**src/rtl/imem_loader.sv**
```systemverilog
// Program loader: assembles UART bytes MSB-first into instruction words and
// writes them to instruction memory from address 0 until HALT or memory full.
module imem_loader #(
    parameter int                 NB_INST   = 32,
    parameter int                 NB_BYTE   = 8,
    parameter int                 MEM_SIZE  = 128,
    parameter int                 ADDR_W    = 7,
    parameter logic [NB_INST-1:0] HALT_INST = 32'hF800_0000
) (
    input  logic               i_clk,
    input  logic               i_reset,
    input  logic               i_start,
    input  logic [NB_BYTE-1:0] i_rx_data,
    input  logic               i_rx_done,
    output logic               o_en_write,
    output logic [ADDR_W-1:0]  o_addr,
    output logic [NB_INST-1:0] o_data,
    output logic               o_busy,
    output logic               o_done,
    output logic               o_overflow,
    output logic [ADDR_W:0]    o_count
);

    typedef enum logic [1:0] {
        ST_IDLE,
        ST_RECV,
        ST_WRITE,
        ST_DONE
    } state_t;

    localparam logic [ADDR_W-1:0] LAST_ADDR = ADDR_W'(MEM_SIZE - 1);

    state_t             r_state;
    logic [1:0]         r_byte_cnt;
    logic [NB_INST-1:0] r_buf;
    logic               r_en_write;
    logic [ADDR_W-1:0]  r_addr;
    logic [NB_INST-1:0] r_data;
    logic               r_busy;
    logic               r_done;
    logic               r_overflow;
    logic [ADDR_W:0]    r_count;

    logic [NB_INST-1:0] w_shifted;

    assign w_shifted = {r_buf[NB_INST-NB_BYTE-1:0], i_rx_data};

    // NOTE: every state register uses <= so all of them update from the same
    // pre-edge values; a blocking = here would create ordering-dependent races.
    always_ff @(posedge i_clk or negedge i_reset) begin
        if (!i_reset) begin
            r_state    <= ST_IDLE;
            r_byte_cnt <= '0;
            r_buf      <= '0;
            r_en_write <= 1'b0;
            r_addr     <= '0;
            r_data     <= '0;
            r_busy     <= 1'b0;
            r_done     <= 1'b0;
            r_overflow <= 1'b0;
            r_count    <= '0;
        end else begin
            r_en_write <= 1'b0;
            case (r_state)
                ST_IDLE, ST_DONE: begin
                    if (i_start) begin
                        r_state    <= ST_RECV;
                        r_byte_cnt <= '0;
                        r_addr     <= '0;
                        r_count    <= '0;
                        r_overflow <= 1'b0;
                        r_done     <= 1'b0;
                        r_busy     <= 1'b1;
                    end
                end

                ST_RECV: begin
                    if (i_rx_done) begin
                        r_buf <= w_shifted;
                        if (r_byte_cnt == 2'd3) begin
                            r_byte_cnt <= '0;
                            r_data     <= w_shifted;
                            r_en_write <= 1'b1;
                            r_state    <= ST_WRITE;
                        end else begin
                            r_byte_cnt <= r_byte_cnt + 2'd1;
                        end
                    end
                end

                ST_WRITE: begin
                    r_count <= r_count + 1'b1;
                    // A byte landing in the write cycle starts the next word.
                    if (i_rx_done) begin
                        r_buf      <= w_shifted;
                        r_byte_cnt <= 2'd1;
                    end
                    if (r_data == HALT_INST) begin
                        r_state    <= ST_DONE;
                        r_busy     <= 1'b0;
                        r_done     <= 1'b1;
                        r_overflow <= 1'b0;
                    end else if (r_addr == LAST_ADDR) begin
                        r_state    <= ST_DONE;
                        r_busy     <= 1'b0;
                        r_done     <= 1'b1;
                        r_overflow <= 1'b1;
                    end else begin
                        r_addr  <= r_addr + 1'b1;
                        r_state <= ST_RECV;
                    end
                end

                default: r_state <= ST_IDLE;
            endcase
        end
    end

    assign o_en_write = r_en_write;
    assign o_addr     = r_addr;
    assign o_data     = r_data;
    assign o_busy     = r_busy;
    assign o_done     = r_done;
    assign o_overflow = r_overflow;
    assign o_count    = r_count;

endmodule
```
**config.mk**
```make
export PLATFORM = sky130hd
export DESIGN_NAME = imem_loader
export DESIGN_NICKNAME = d
export VERILOG_FILES = /design/src/rtl/imem_loader.sv
export SDC_FILE = /design/constraint.sdc
export NUM_CORES = 1
export LEC_CHECK = 0
export CELL_PAD_IN_SITES_DETAIL_PLACEMENT = 0
export CELL_PAD_IN_SITES_GLOBAL_PLACEMENT = 1
export CORE_ASPECT_RATIO = 1.4
export CORE_MARGIN = 1
export CORE_UTILIZATION = 31
export DETAILED_ROUTE_END_ITERATION = 10
export DONT_BUFFER_PORTS = 1
export PLACE_DENSITY = 0.61
export SYNTH_ARGS = -nofsm -noshare
export SYNTH_HDL_FRONTEND = slang
export SYNTH_SLANG_ARGS = --single-unit
```
**constraint.sdc**
```tcl
create_clock -name i_clk -period 4.95 [get_ports i_clk]
set_input_delay 0.99 -clock i_clk [delete_from_list [all_inputs] [get_ports i_clk]]
set_output_delay 0.99 -clock i_clk [all_outputs]
set_load 0.01 [all_outputs]
```
* After elaboration in Yosys (flattened, before gate mapping)
Index checks and enable logic that the tools add are counted.
Operators by class: add/sub/neg operators 3, muxes and demuxes 30, reduce and logical (&&, ||, !) cells 11, eq/ne operators 13
Operator list (count):
- $eq A32 B32 Y1 const B | 1
- $mux W7 | 3
- $mux W2 | 9
- $pmux W8 S2 | 1
- $pmux W7 S2 | 1
- $ne A2 B2 Y1 const B | 6
- $pmux W2 S3 | 2
- $reduce_and A3 Y1 | 4
- $mux W1 | 10
- $add A8 B1 Y8 const B | 1
- $mux W8 | 1
- $add A7 B1 Y7 const B | 1
- $eq A7 B7 Y1 const B | 1
- $eq A2 B2 Y1 const B | 3
- $pmux W1 S2 | 3
- $reduce_and A2 Y1 | 2
- $reduce_and A4 Y1 | 1
- $reduce_or A2 Y1 | 2
- $ne A3 B3 Y1 const B | 1
- $add A2 B1 Y2 const B | 1
- $eq A2 B1 Y1 const B | 1
- $logic_not A2 Y1 | 1
- $reduce_bool A2 Y1 | 1
Storage, ports and cells: logic and storage cells 67, input bits 12, register bits after elaboration 79, output and inout bits 51

* Longest topological paths before layout
depth after elaboration 4, depth in mapped cells 8, depth with buffers taken out 7

* Least setup slack after synthesis
OpenSTA, ideal clock, no wires.
path type input port to flip-flop, from in i_rx_done, to reg r_buf[0], data required time 4825 ps, buffers on the path 2, setup time 125 ps, arrival time 1879 ps, stages on the path 4, slack 2946 ps, cells stage by stage nor2b_1 -> clkbuf_1 -> buf_2 -> mux2_2
Between the ends: cells in the longest elaborated chain, start to end 1
RTL lines:
- start: declaration | RTL line 14 | input logic i_rx_done,
- $reduce_and A2 Y1 (no line)
- end signal: assignment | RTL line 79 | r_buf <= w_shifted;
- end signal: assignment | RTL line 95 | r_buf <= w_shifted;
- end: declaration | RTL line 35 | logic [NB_INST-1:0] r_buf;
No other way between the ends. A chain may end at the register's enable or synchronous reset.

* Worst setup path after layout
from reg r_state[0], to reg r_addr[5] (netlist: o_addr[5])
Between the ends: cells in the longest elaborated chain, start to end 4, elaborated cells between the ends (all ways) 10, those cells by class 5 x eq/ne; 1 x mux; 4 x reduce/logical
RTL lines:
- start: declaration | RTL line 33 | state_t r_state;
- start signal: assignment | RTL line 52 | r_state <= ST_IDLE;
- start signal: assignment | RTL line 67 | r_state <= ST_RECV;
- start signal: assignment | RTL line 84 | r_state <= ST_WRITE;
- $eq A2 B2 Y1 / $logic_not A2 Y1 (equally long branches) | RTL line 64 | case (r_state)
- $reduce_or A2 Y1 | RTL line 64
- $ne A2 B2 Y1 (no line) / $reduce_bool A2 Y1 (equally long branches)
- $reduce_and A4 Y1 (no line)
- end signal: assignment | RTL line 109 | r_addr <= r_addr + 1'b1;
- end: declaration | RTL line 37 | logic [ADDR_W-1:0] r_addr;
Several ways; a longest one is shown, not always the timed one.

==> out/qor.txt <==
Slew HR = 48.7%
DRC viols = 0
clock latency at the later pin of the worst-skew pair = 0.34 ns
synth warn = 0
CP Capture Type = flop
flops & latches, synth = 79
Reg clk slew, reported paths = 0.06 ns
Mapped Nets = 280
number of inserted diodes = 0
Hold-fix buffers, CTS = 0
r2r setup slk = 2.52 ns
worst-margin pin slew = 0.754 ns
Post-Synthesis Cells = 262
total track usage = 13.3%
clk sinks = 79
TritonCTS buffer count = 9
Die W = 91.2 µm
PortBufs = 0
status = complete, no violations
worst reg2reg path depth = 6
Worst EP required = 5.21 ns
asr flop ratio synth = 100%
initial antenna violation count = 0
GR Overflow Total = 0
Final Max Slew Viols = 0
post-CTS setup repair buffer count = 0
Vias = 2084
maximum capacitance violations = 0
Rows = 45
RSZ-0062 raised after global routing = no
EDFF count, synth = 0
Initial Utilization = 31.9%
crit path DAT = 2.69 ns
TNS Setup = 0 ns
vias in the first global route = 2224
top_reg_cell synth = dfrtp_1
# H-tree levels = 3
CTS tree = yes
Core Area = 10800 µm²
largest net degree at the start of global routing = 80
Max Freq = 0.411 GHz
share of layout cells above drive strength 1 = 32.0%
HP Class = primary input to async pin
Final Hold Fails = 0
Clock Path Buffers = 2
Max IR drop VDD = 0.270 mV
I/O pins = 63
routed length per placed instance = 17.3 µm
Detail Route Antenna Nets = 0
r2r startpoint = r_state[0]
vias per cell = 5.08
synthesized area per cell = 13.2 µm²
FF-to-FF End = o_addr[5]
CTS resizes = 0
DRT iter0 DRCs = 47
Die Ht = 127 µm
Post-synth top cells = 79 x dfrtp_1, 56 x mux2_2, 15 x nand2_1, 14 x nor2_1
final core utilization = 36.0%
# nets final = 282
HPWL Detailed = 4.67 mm
clock root buffer = clkbuf_16
leak pwr = 1.74 nW
die area = 11600 µm²
Post-Syn Area = 3450 µm²
Final min period = 2.43 ns
synth unique cells = 49
CP startpoint kind = flop
Synth area leaders = dfrtp_1 57%, mux2_2 18%, ha_1 2.2%, nand2_1 1.6%, nor2_1 1.5%
Worst Setup Path Type = flop to flop
Clock Skew = 0.00333 ns
# setup viols final = 0
pre-CTS setup slack = 2.48 ns
cell taking the most area after synthesis = dfrtp_1
critical path peak fanout = 15
first-pass GRT wire length = 11.7 mm
pwr dens = 585 nW/µm²
final period utilization = 49.1%
GP Congestion = 0.727
register area share after synthesis = 57.3%
worst setup margin = 2.52 ns
top-count cell post-synth = dfrtp_1
router iterations before antenna repair = 4
Synth top area share = 57.3%
Post-Route WL = 7.08 mm
Synth-to-Final Area Change = 12.7%
-- power by group --
| group | internal, mW | switching [mW] | leakage, nW | total [mW] |
|---|---|---|---|---|
| Sequential | 0.861 | 0.240 | 1.02 | 1.10 |
| Combinational | 0.284 | 0.213 | 0.577 | 0.497 |
| Clock | 0.397 | 0.281 | 0.143 | 0.678 |
-- flip-flops by register name, summed over array words and instances, names as in the netlist --
register    cells
o_addr          7
o_busy          1
o_count         8
o_data         32
o_done          1
o_en_write      1
o_overflow      1
r_buf          24
r_byte_cnt      2
r_state         2
-- area by class of cell --
| class | instances | area (µm²) |
|---|---|---|
| fillers | 1090 | 6920 |
| clock buffers | 9 | 225 |
| well taps | 141 | 176 |
| clock inverters | 7 | 80.1 |
| repair buffers | 2 | 15.0 |
| inverters | 4 | 15.0 |
| multi-input cells | 168 | 1400 |
| flip-flops and latches | 79 | 1980 |
-- how the worst max path moves through the flow --
stage,startpoint,endpoint,cells past startpoint
finish,r_state[0],o_addr[5],6
global route,r_state[0],o_addr[5],6
CTS,r_state[0],o_addr[5],6
detailed placement,r_state[0],o_addr[5],6
global placement,r_state[0],o_addr[5],6
floorplan,i_rx_done,r_buf[0],4
-- kinds of logic (layout without fill, tap and decap cells) --
family	after synthesis	count (layout)	synth area share, %
flops	79	79	57.3
simple gates	62	62	10.4
mux	61	61	19.8
compound gates	35	35	7.11
buf+inv	15	22	2.18
fa+ha+maj	6	6	2.18
xor+xnor	4	4	1.02
-- worst max-delay path, cell delays in order, from the launching register on --
cell	delay [ns]
dfrtp_1	0.38
inv_1	0.06
ha_1	0.51
mux2i_2	0.71
nor2_1	0.29
or2_0	0.27
mux2i_1	0.12
-- layer usage --
| metal | GRT usage [%] | wire (µm) | vias to the layer above |
|---|---|---|---|
| met5 | 0 | 0 | - |
| met4 | 6.44 | 137 | 0 |
| li1 | - | - | 956 |
| met2 | 22.2 | 3510 | 72 |
| met1 | 14.0 | 2760 | 1044 |
| met3 | 6.41 | 671 | 12 |
-- through the flow --
step / hold slack, ns / total power, mW / instances / instance area (µm²)
floorplan: 0.443 / 1.48 / 262 / 3450
finish: 0.344 / 2.28 / 410 / 3890
CTS: 0.329 / 2.32 / 410 / 3890
global route: 0.327 / 2.42 / 410 / 3890
global placement: 0.456 / 1.61 / 394 / 3580
detailed placement: 0.470 / 1.63 / 394 / 3580
-- cell usage in the layout (no fill, tap or decap), types with 3 or more instances in the layout --
cell and n:
dfrtp_1 79, nor2_1 14, inv_1 3, nor4_1 4
a21oi_1 8, nand3_1 8, o21ai_0 5, mux2_2 56
o21ai_1 3, nor3_1 3, nand2_1 15, and3_1 3
ha_1 6, clkbuf_16 9, inv_6 3, mux2i_1 4
No activity file was read; power rests on OpenSTA's default activity.
